==> config.mk <==
export PLATFORM = sky130hd
export DESIGN_NAME = param_priority_arbiter_mux
export DESIGN_NICKNAME = d
export VERILOG_FILES = /design/src/rtl/param_priority_arbiter_mux.sv
export SDC_FILE = /design/constraint.sdc
export NUM_CORES = 1
export LEC_CHECK = 0
export CORE_AREA = 2 2 269 271
export CTS_CLUSTER_SIZE = 20
export DETAILED_ROUTE_END_ITERATION = 6
export DIE_AREA = 0 0 271 273
export HOLD_SLACK_MARGIN = 0.06
export PLACE_DENSITY = 0.42
export SKIP_CTS_REPAIR_TIMING = 1
export SYNTH_ARGS = -nofsm -noshare
export SYNTH_HDL_FRONTEND = slang
export SYNTH_SLANG_ARGS = --single-unit
==> constraint.sdc <==
create_clock -name clk -period 3.4 [get_ports clk]
set_clock_uncertainty 0.05 [all_clocks]
set_input_delay 0.68 -clock clk [delete_from_list [all_inputs] [get_ports clk]]
set_output_delay 0.68 -clock clk [all_outputs]
set_load 0.005 [all_outputs]
==> src/rtl/param_priority_arbiter_mux.sv <==
// Parametrised priority / round-robin arbiter mux with valid/ready back-pressure and a registered output.
// Optional saturating transfer/stall counters are enabled by defining PRIORITY_MUX_STATS_EN.
module param_priority_arbiter_mux #(
  parameter int ATTRIBUTE_DATA_WIDTH = 135,
  parameter int DATA_GROUPS          = 4,
  parameter int GRANT_WIDTH          = 4
) (
  input  logic                                          clk,
  input  logic                                          reset,
  input  logic [DATA_GROUPS-1:0]                        valid_groups_i,
  input  logic [DATA_GROUPS*ATTRIBUTE_DATA_WIDTH-1:0]   data_groups_i,
  output logic [DATA_GROUPS-1:0]                        ready_groups_o,
  input  logic                                          mode_i,
  output logic                                          valid_o,
  output logic [ATTRIBUTE_DATA_WIDTH-1:0]               data_o,
  output logic [GRANT_WIDTH-1:0]                        grant_o,
  input  logic                                          ready_i
`ifdef PRIORITY_MUX_STATS_EN
  ,
  input  logic                                          stats_clear_i,
  output logic [31:0]                                   xfer_count_o,
  output logic [31:0]                                   stall_count_o
`endif
);

  localparam int W = ATTRIBUTE_DATA_WIDTH;

  generate
    if (DATA_GROUPS < 2 || DATA_GROUPS > 16) begin : g_bad_groups
      $error("param_priority_arbiter_mux: DATA_GROUPS must be in 2..16");
    end
    if (GRANT_WIDTH < $clog2(DATA_GROUPS)) begin : g_bad_grant_width
      $error("param_priority_arbiter_mux: GRANT_WIDTH too small for DATA_GROUPS");
    end
  endgenerate

  logic                   valid_q, valid_d;
  logic [W-1:0]           data_q, data_d;
  logic [GRANT_WIDTH-1:0] grant_q, grant_d;
  logic [GRANT_WIDTH-1:0] rr_ptr_q, rr_ptr_d;

  logic                   load;
  logic                   any_valid;
  logic                   xfer;
  logic [GRANT_WIDTH-1:0] fix_idx;
  logic [GRANT_WIDTH-1:0] rr_hi_idx;
  logic                   rr_hi_found;
  logic [GRANT_WIDTH-1:0] rr_lo_idx;
  logic [GRANT_WIDTH-1:0] sel_idx;
  logic [DATA_GROUPS-1:0] sel_onehot;
  logic [W-1:0]           sel_data;
  logic [W-1:0]           data_masked [DATA_GROUPS];

  // The output register only refills when empty or being drained; ready_i never reaches valid_o.
  assign load      = !valid_q || ready_i;
  assign any_valid = |valid_groups_i;

  // Fixed priority: ascending scan, last valid seen is the highest index.
  always_comb begin
    fix_idx = '0;
    for (int g = 0; g < DATA_GROUPS; g++) begin
      if (valid_groups_i[g]) begin
        fix_idx = GRANT_WIDTH'(g);
      end
    end
  end

  // Round-robin: lowest valid index above the pointer, else wrap to the lowest valid index overall.
  always_comb begin
    rr_hi_idx   = '0;
    rr_hi_found = 1'b0;
    rr_lo_idx   = '0;
    for (int g = DATA_GROUPS - 1; g >= 0; g--) begin
      if (valid_groups_i[g]) begin
        rr_lo_idx = GRANT_WIDTH'(g);
        if (GRANT_WIDTH'(g) > rr_ptr_q) begin
          rr_hi_idx   = GRANT_WIDTH'(g);
          rr_hi_found = 1'b1;
        end
      end
    end
  end

  always_comb begin
    if (mode_i) begin
      sel_idx = rr_hi_found ? rr_hi_idx : rr_lo_idx;
    end else begin
      sel_idx = fix_idx;
    end
    sel_onehot = any_valid ? (DATA_GROUPS'(1) << sel_idx) : '0;
  end

  assign ready_groups_o = load ? sel_onehot : '0;
  assign xfer           = load && any_valid;

  generate
    for (genvar gi = 0; gi < DATA_GROUPS; gi++) begin : g_mask
      assign data_masked[gi] = sel_onehot[gi] ? data_groups_i[gi*W +: W] : '0;
    end
  endgenerate

  always_comb begin
    sel_data = '0;
    for (int g = 0; g < DATA_GROUPS; g++) begin
      sel_data = sel_data | data_masked[g];
    end
  end

  // Data and grant are left untouched when idle so the last word stays observable.
  always_comb begin
    valid_d  = valid_q;
    data_d   = data_q;
    grant_d  = grant_q;
    rr_ptr_d = rr_ptr_q;
    if (load) begin
      valid_d = any_valid;
      if (any_valid) begin
        data_d  = sel_data;
        grant_d = sel_idx;
      end
    end
    if (xfer && mode_i) begin
      rr_ptr_d = sel_idx;
    end
  end

  always_ff @(posedge clk) begin
    if (reset) begin
      valid_q  <= 1'b0;
      data_q   <= '0;
      grant_q  <= '0;
      rr_ptr_q <= GRANT_WIDTH'(DATA_GROUPS - 1);
    end else begin
      valid_q  <= valid_d;
      data_q   <= data_d;
      grant_q  <= grant_d;
      rr_ptr_q <= rr_ptr_d;
    end
  end

  assign valid_o = valid_q;
  assign data_o  = data_q;
  assign grant_o = grant_q;

`ifdef PRIORITY_MUX_STATS_EN
  logic [31:0] xfer_cnt_q, xfer_cnt_d;
  logic [31:0] stall_cnt_q, stall_cnt_d;

  // Clear wins over a same-cycle increment; both counters saturate at all-ones.
  always_comb begin
    xfer_cnt_d  = xfer_cnt_q;
    stall_cnt_d = stall_cnt_q;
    if (stats_clear_i) begin
      xfer_cnt_d  = '0;
      stall_cnt_d = '0;
    end else begin
      if (valid_q && ready_i && (xfer_cnt_q != '1)) begin
        xfer_cnt_d = xfer_cnt_q + 32'd1;
      end
      if (valid_q && !ready_i && (stall_cnt_q != '1)) begin
        stall_cnt_d = stall_cnt_q + 32'd1;
      end
    end
  end

  always_ff @(posedge clk) begin
    if (reset) begin
      xfer_cnt_q  <= '0;
      stall_cnt_q <= '0;
    end else begin
      xfer_cnt_q  <= xfer_cnt_d;
      stall_cnt_q <= stall_cnt_d;
    end
  end

  assign xfer_count_o  = xfer_cnt_q;
  assign stall_count_o = stall_cnt_q;
`endif

endmodule

Yosys cells after proc, flatten, opt, wreduce, memory -nomap -nowiden
Cells that the tools add are included.

word-level totals
  RAM bits = 0
  latch bits = 0
  output and inout bits = 144
  register bits after elaboration = 144
  memories kept = 0
  logic and storage cells = 49
  memory bits (read-only) = 0

cells by class
  muxes and demuxes = 31
  div/mod/pow operators = 0
  multipliers = 0
  bitwise gates (word level) = 3
  add/subtract/negate cells = 0
  equality and inequality tests = 0
  reduce and logical (&&, ||, !) cells = 6
  magnitude comparators = 4
  shift-type cells = 1

operators with widths
  cell                   count
  $mux W135              4
  $or A135 B135 Y135     3
  $mux W4                14
  $mux W1                9
  $gt A1 B4 Y1 const A   2
  $gt A2 B4 Y1 const A   2
  $mux W2                4
  $reduce_or A4 Y1       1
  $shl A1 B4 Y4 const A  1
  $logic_and A1 B1 Y1    2
  $reduce_and A2 Y1      1
  $logic_not A1 Y1       1
  $logic_or A1 B1 Y1     1

Longest topological paths before layout
Gate-level depths: netlist (run 1).

  depth after elaboration = 17
  mapped depth = 9
  gate-level depth less buffers = 5

Least setup slack after synthesis (run 1)
OpenSTA, ideal clock, no wires.

  kind = input-to-output
  start point = in valid_groups_i[1]
  end point = out ready_groups_o[2]
  path buffers = 2
  slack = 0.853 ns
  stages = 7
  arrival = 1.817 ns
  data required time = 2.670 ns
  cells stage by stage = and2b_1 -> o211a_1 -> buf_4 -> nor2_1 -> clkbuf_1 -> nand2_1 -> nor2_1

on the way
  word-level cells in the longest chain between the ends = 8
  elaborated cells on any way between the ends = 17
  those cells by class = shift (1); mux (15); reduce/logical (1)

ends and longest elaborated chain
  item                                RTL line  RTL
  start: declaration                  10        input logic [DATA_GROUPS-1:0] valid_groups_i,
  $mux W4 or $mux W1 (tied branches)  74        if (valid_groups_i[g]) begin
  $mux W4 or $mux W1 (tied branches)  76        if (GRANT_WIDTH'(g) > rr_ptr_q) begin
  $mux W4 or $mux W1 (tied branches)  74
  $mux W4                             86        sel_idx = rr_hi_found ? rr_hi_idx : rr_lo_idx;
  $mux W4                             85        if (mode_i) begin
  $shl A1 B4 Y4                       90        sel_onehot = any_valid ? (DATA_GROUPS'(1) << sel_idx) : '0;
  $mux W4 *                           90
  $mux W4 *                           93        assign ready_groups_o = load ? sel_onehot : '0;
  end: declaration                    12        output logic [DATA_GROUPS-1:0] ready_groups_o,

Mark *: on every way between the ends. The rest lies on a longest branch, timed or not.

Final worst setup path (run 1)
  start point = in valid_groups_i[1]
  end point = out ready_groups_o[0]

Same word-level chain as after synthesis.

==> impl_results.md, run 1 <==
- Run status: finished with violations
- Failing checks: setup timing
- Final cell count without fillers: roughly 2600
- Maximum number of pins on one net before global-route repair: 123
- Vias/cell: approximately 4.5
- Horizontal die dimension: around 270 um
- CTS tree: yes
- WP data arrival: 2690 ps
- Number of sinks on the clock net: 140
- Placed instance count: 2564
- Worst-case hold slack: 414 ps
- Slew @ Worst Pin: 795 ps
- Slowest cell delay on critical path: 510 ps
- Post-detail-place hpwl: 42100 um
- Share of cell area taken by muxes after synthesis: 0.00118
- Data required time of the worst path: 2670 ps
- Adder-Cell Fraction of Synth Area: 0
- Post-Syn Area per Cell: 8.38 um^2
- Area share of the leading cell type in the synthesized netlist: 0.330
- Bufs on Longest Clock Path: 2
- Area inside the core boundary: 71000 um^2
- Max frequency: 293 MHz
- Deepest level of the CTS H-tree: 4
- Most used DFF post-synth: dfxtp_1
- Clock-pin slew on the worst setup and hold paths: roughly 60 ps
- GR Overflow Total: 0
- Largest fanout on the critical path: 4
- Leading area contributor after synthesis: dfxtp_1
- Final WS setup: -17.5 ps
- FF-to-FF setup slack: 850 ps
- Die Outline Area: 74000 um^2
- Tightest slew margin relative to the limit: 0.470
- Seq cells post-synth: 140
- Final wirelength: 57800 um
- Post-Synthesis Cells: 1013
- Fraction of layout cells with a size suffix above 1: 0.0631
- Total inserted antenna cells: 0
- Overall die height: 273 um
- Number of distinct library cell variants in the gate-level netlist after synthesis: 36
- Cell types with the largest area share after synthesis: dfxtp_1 (33%), nand3_1 (16%), a221o_1 (16%)
- Site Rows: 98
- Layout overhead on the synthesized area: 103%
- Total number of vias: approximately 12000
- Final-layout fill cell count: 7596
- Number of violations of the max-capacitance limit: 0
- Cells along the critical path: clkdlybuf4s50_1 > buf_4 > nor2b_1 > o21ai_1 > buf_4 > a31oi_4 > nor3_2 > buf_4 > clkdlybuf4s50_1
- Count of yosys warnings during synthesis: 0
- Final setup vio count: 1
- Pre-antenna DRT Iters: 5
- Antenna viol nets, final: 0
- Category of the worst setup path launch point: input port
- Remaining design rule violation count: 0
- Pins Over Slew Limit: 0
- Later-pin clock latency in the skew report: 470 ps
- Critical path class: in2out
- Number of hold violations in the final report: 0
- Fin crit share: 1.01
- Setup tns final: -17.5 ps
- Initial drt markers: 778
- Total power consumption of the routed design: 0.00656 W
- Initial Utilization: 0.120
- Routed len/inst: ~22 um
- Async set-reset flop share out of synthesis: 0
- Final period demand of the worst path: around 3400 ps
- Number of antenna violations at the first check in global routing: 4
- Slowest cell on crit path: clkdlybuf4s50_1
- Post-synthesis sequential area ratio: 0.330
- Static Leak: 5.99 nW
- Wire length of the first global-routing pass: between 80000 and 90000 um
- Number of buffer cells added on primary ports: 689
- Cell type with the highest occurrence count on the critical path: buf_4
- Via count of the first global-routing pass: around 12000
- Post-synthesis xor/xnor area fraction: 0
- Top-Level Pins: 692
- Post-layout net count: 2182
- Crit end category: output pin
- Pre-CTS setup slack: -68.2 ps
- GRT Total Usage: 0.149
- RSZ-0062 raised after global routing: true
- Compound-gate portion of the synthesized area: 0.415
- Worst voltage drop across the vdd grid: between 0.0002 and 0.00025 V
- Clock root buffer: clkbuf_16
- Post-synthesis simple-gate area fraction: 0.174
- Main combinational cell family by area after synthesis: compound AO/OA/AOI/OAI gates
- GP Congestion: between 0.8 and 0.9
- EDFF count, synth: 0
- Netlist Area Pre-Place: 8490 um^2
- Class of the worst hold path: reg2reg
- Pwr/cell area: approximately 380 nW/um^2
- Clock buffer count from CTS: 17
## cells by family (layout without fill, tap and decap cells)
family,count (synthesis),in the layout
AOI/OAI and AO/OA,424,424
and+or+nand+nor,295,295
buffers and inverters,152,785
DFF,140,140
other,1,2
muxes,1,1
## flip-flops by register name (all words and copies together), names as in the netlist
signal / flops
data_o: 135
rr_ptr_q: 2
valid_o: 1
grant_o: 2
## through the flow
step                      cell area [um^2]   util
final                                17300  0.243
after CTS                            17200  0.243
after global placement               16600  0.234
after floorplan                       8500      -
after detailed placement             16600  0.234
after global routing                 17300  0.243
## per-layer routing
metal,track usage,vias to the layer above,wire length [um]
met3,0.0455,77,4470
met1,0.168,5620,22600
met4,0.0619,8,1870
met2,0.260,584,28800
met5,0,-,55
li1,-,5411,-
## layout by cell type, fill, tap and decap left out, types with 2 or more instances in the layout
| master | n |
|---|---|
| a31oi_1 | 2 |
| nand3_1 | 271 |
| a221o_1 | 135 |
| a32o_1 | 135 |
| clkinv_4 | 2 |
| clkbuf_1 | 2 |
| clkinvlp_4 | 3 |
| bufinv_16 | 3 |
| inv_6 | 3 |
| nand2_1 | 4 |
| buf_12 | 15 |
| a211o_1 | 2 |
| buf_4 | 47 |
| nand2b_1 | 3 |
| nor2_1 | 6 |
| o21ai_0 | 137 |
| a211oi_1 | 2 |
| nor2b_1 | 2 |
| dfxtp_1 | 140 |
| clkdlybuf4s50_1 | 686 |
| clkbuf_16 | 18 |
| conb_1 | 2 |
| dlymetal6s2s_1 | 2 |
| nor2_4 | 3 |
## power breakdown
group / switching (W) / internal [W] / total [W] / leakage, nW
Combinational: 0.00110 / 0.00144 / 0.00253 / 4.54
Sequential: 0.000117 / 0.00185 / 0.00197 / 1.16
Clock: 0.000881 / 0.00118 / 0.00206 / 0.288
## cells in the mapped netlist (all sizes together) (2+ instances only)
cell type / n
a211o: 2
nand3: 271
nand2b: 3
a21oi: 2
a211oi: 2
a31oi: 3
nor2: 9
a221o: 135
dfxtp: 140
nor2b: 2
a32o: 135
clkbuf: 95
buf: 56
nand2: 4
o21ai: 139
nor3: 2
## final cells by class
class,count,area [um^2],area share
timing repair buffer,752,7600,0.440
multi-input combinational,722,5080,0.294
sequential,140,2800,0.162
tap,950,1190,0.0688
clock buffer,20,447,0.0259
clock inverter,12,161,0.00934
inverter,1,3.75,0.000217
## final timing paths
kind	start	to	cells after the start
max	valid_groups_i[1]	ready_groups_o[0]	9
min	data_o[88]	data_o[88]	1
max reg2reg	rr_ptr_q[0]	data_o[96]	7
min reg2reg	data_o[88]	data_o[88]	1
## worst max-delay path: cells and delay by family
family | cells | cell delay [ps]
buffers and inverters | 5 | 1460
AND/OR/NAND/NOR | 2 | 300
AO/OA/AOI/OAI | 2 | 260
Note: power is estimated with default switching activity, not from simulation.
==> run 2: changes to the inputs <==
CORE_AREA = 2 2 266 268   (was 2 2 269 271)
DIE_AREA = 0 0 268 270   (was 0 0 271 273)
PLACE_DENSITY = 0.44   (was 0.42)
clock period = 2.9 ns   (was 3.4 ns; I/O delays follow)
==> run 2 against run 1 <==
  * The run now ends clean
  * Sequential share of layout area decreased by 0.36 points
  * Die area down 2.2%
  * Worst setup slack better by 410 ps
==> impl_results.md, run 2 (synthesized netlist as in run 1, its figures left out) <==
- Number of violations of the max-capacitance limit: 0 (unchanged)
- Number of buffers and inverters on the critical path: 5 (unchanged)
- Clock root buffer: clkbuf_16 (unchanged)
- Max frequency: 399 MHz
- GP Congestion: 0.840 (was 0.847)
- Antenna viol nets, final: 0 (unchanged)
- Clock buffer count from CTS: 17 (unchanged)
- Commonest cells after routing, fill and taps aside: clkdlybuf4s50_1 (680), nand3_1 (271), dfxtp_1 (138), o21ai_0 (137) (was clkdlybuf4s50_1 (686), nand3_1 (271), dfxtp_1 (140), o21ai_0 (137))
- RSZ-0062 raised after global routing: false (was true)
- Slew @ Worst Pin: 577 ps (was 795 ps)
- Initial Utilization: 0.122 (was 0.120)
- GR Overflow Total: 0 (unchanged)
- Pre-antenna DRT Iters: 5 (unchanged)
- Final wirelength: 56100 um (was 57800 um)
- Worst-case hold slack: 413 ps (was 414 ps)
- Category of the worst setup path launch point: input port (unchanged)
- Worst voltage drop across the vdd grid: 0.000219 V (was 0.000203 V)
- Run status: finished clean (was finished with violations)
- Slowest cell on crit path: o31a_1 (was clkdlybuf4s50_1)
- Number of sinks on the clock net: 140 (unchanged)
- Total power consumption of the routed design: 0.00778 W (was 0.00656 W)
- Setup tns final: 0 ps (was -17.5 ps)
- Number of antenna violations at the first check in global routing: 2 (was 4)
- Later-pin clock latency in the skew report: 470 ps (about the same)
- CTS tree: yes (unchanged)
- Post-layout net count: 2221 (was 2182)
- Fin crit share: 0.864
- Overall die height: 270 um (was 273 um)
- Bufs on Longest Clock Path: 2 (unchanged)
- Clock-pin slew on the worst setup and hold paths: 70 ps (was 60 ps)
- Deepest level of the CTS H-tree: 4 (unchanged)
- Tightest slew margin relative to the limit: 0.611 (was 0.470)
- Pwr/cell area: 440 nW/um^2 (was 380 nW/um^2)
- Initial drt markers: 718 (was 778)
- Final cell count without fillers: 2627 (was 2597)
- Number of hold violations in the final report: 0 (unchanged)
- Remaining design rule violation count: 0 (unchanged)
- Site Rows: 97 (was 98)
- Critical path class: in2out (unchanged)
- Area used by multi-input combinational logic: 5110 um^2 (was 5080 um^2)
- Area of all sequential standard cells: 2810 um^2 (was 2800 um^2)
- Via count of the first global-routing pass: 12300 (was 12100)
- Data required time of the worst path: 2270 ps (was 2670 ps)
- Fraction of layout cells with a size suffix above 1: 0.0896 (was 0.0631)
- Family with the most delay on the worst path: buffers and inverters (unchanged)
- Wire length of the first global-routing pass: 79200 um (was 82200 um)
- Final period demand of the worst path: 2500 ps
- Final-layout fill cell count: 7560 (was 7596)
- Die Outline Area: 72400 um^2 (was 74000 um^2)
- Static Leak: 6.29 nW (was 5.99 nW)
- Cells along the critical path: clkbuf_4 > buf_6 > nor2_1 > o31a_1 > buf_4 > a31oi_4 > buf_4 > nor2_2 > dlymetal6s2s_1 (was clkdlybuf4s50_1 > buf_4 > nor2b_1 > o21ai_1 > buf_4 > a31oi_4 > nor3_2 > buf_4 > clkdlybuf4s50_1)
- Crit end category: output pin (unchanged)
- Maximum number of pins on one net before global-route repair: 79 (was 123)
- Pins Over Slew Limit: 0 (unchanged)
- Final setup vio count: 0 (was 1)
- Placed instance count: 2592 (was 2564)
- WP data arrival: 1870 ps (was 2690 ps)
- Number of buffer cells added on primary ports: 689 (unchanged)
- Layout overhead on the synthesized area: 108% (was 103%)
- FF-to-FF setup slack: 550 ps (was 850 ps)
- Routed len/inst: 21.4 um (was 22.3 um)
- Largest fanout on the critical path: 6 (was 4)
- Top-Level Pins: 692 (unchanged)
- Total number of vias: 12000 (was 11700)
- Slowest cell delay on critical path: 270 ps (was 510 ps)
- Post-detail-place hpwl: 42500 um (was 42100 um)
- Area inside the core boundary: 69500 um^2 (was 71000 um^2)
- Vias/cell: 4.58 (was 4.51)
- Leading cell type in the layout, fill and taps excluded: clkdlybuf4s50_1 (unchanged)
- GRT Total Usage: 0.146 (was 0.149)
- Cell type with the highest occurrence count on the critical path: buf_4 (unchanged)
- Number of flip-flops under the largest register name: 135 (unchanged)
- Horizontal die dimension: 268 um (was 271 um)
- Class of the worst hold path: reg2reg (unchanged)
-- run 2: changes by cell type in the layout (fill, tap and decap cells not counted), moves of 6 or more --
cell and change:
clkdlybuf4s50_1 -6, buf_12 +9, dlymetal6s2s_1 +6, buf_4 +30
-- run 2: layer usage --
metal	GRT usage	part of all wire	up-vias	wire length (um)
met2	0.252	0.48	640	27000
met1	0.164	0.39	5802	22000
li1	-	-	5499	-
met3	0.0459	0.090	78	5070
met4	0.0656	0.036	0	2040
met5	0	0	-	0
-- run 2: worst reg2reg max path, cell delays in order (launching register included) --
cell and delay, ps:
dfxtp_2 370, and2b_1 220, o211a_4 250, buf_4 150
buf_12 180, o21ai_0 620, nand3_1 160, a32o_1 260
-- run 2: area by class of cell --
type,instances,area share
Clock buffer,20,0.0253
Sequential cell,140,0.159
Inverter,1,0.000212
Multi-Input combinational cell,722,0.289
Timing Repair Buffer,791,0.451
Antenna cell,1,0.000141
Tap cell,940,0.0665
Clock inverter,12,0.00898
-- run 2: report_power, final --
| part | internal [W] | total [W] | leakage [nW] | switching (W) |
|---|---|---|---|---|
| Combinational | 0.00177 | 0.00306 | 4.84 | 0.00129 |
| Clock | 0.00138 | 0.00242 | 0.292 | 0.00103 |
| Sequential | 0.00217 | 0.00231 | 1.16 | 0.000139 |
| Total | 0.00532 | 0.00778 | 6.29 | 0.00247 |
-- run 2: metrics by stage --
stage                     utilization  setup WS, ps  cell area, um^2
after floorplan                     -           553             8500
after global placement          0.244          -638            17000
after detailed placement        0.244          -656            17000
after CTS                       0.253          -682            17600
after global routing            0.254           298            17700
final                           0.254           395            17700
-- run 2: worst paths after layout --
check	start	endpoint	cells after the start
worst max-delay path	valid_groups_i[3]	ready_groups_o[2]	9
worst max register to register	rr_ptr_q[0]	data_o[6]	7
worst min register to register	grant_o[1]	grant_o[1]	2
worst min-delay path	grant_o[1]	grant_o[1]	2
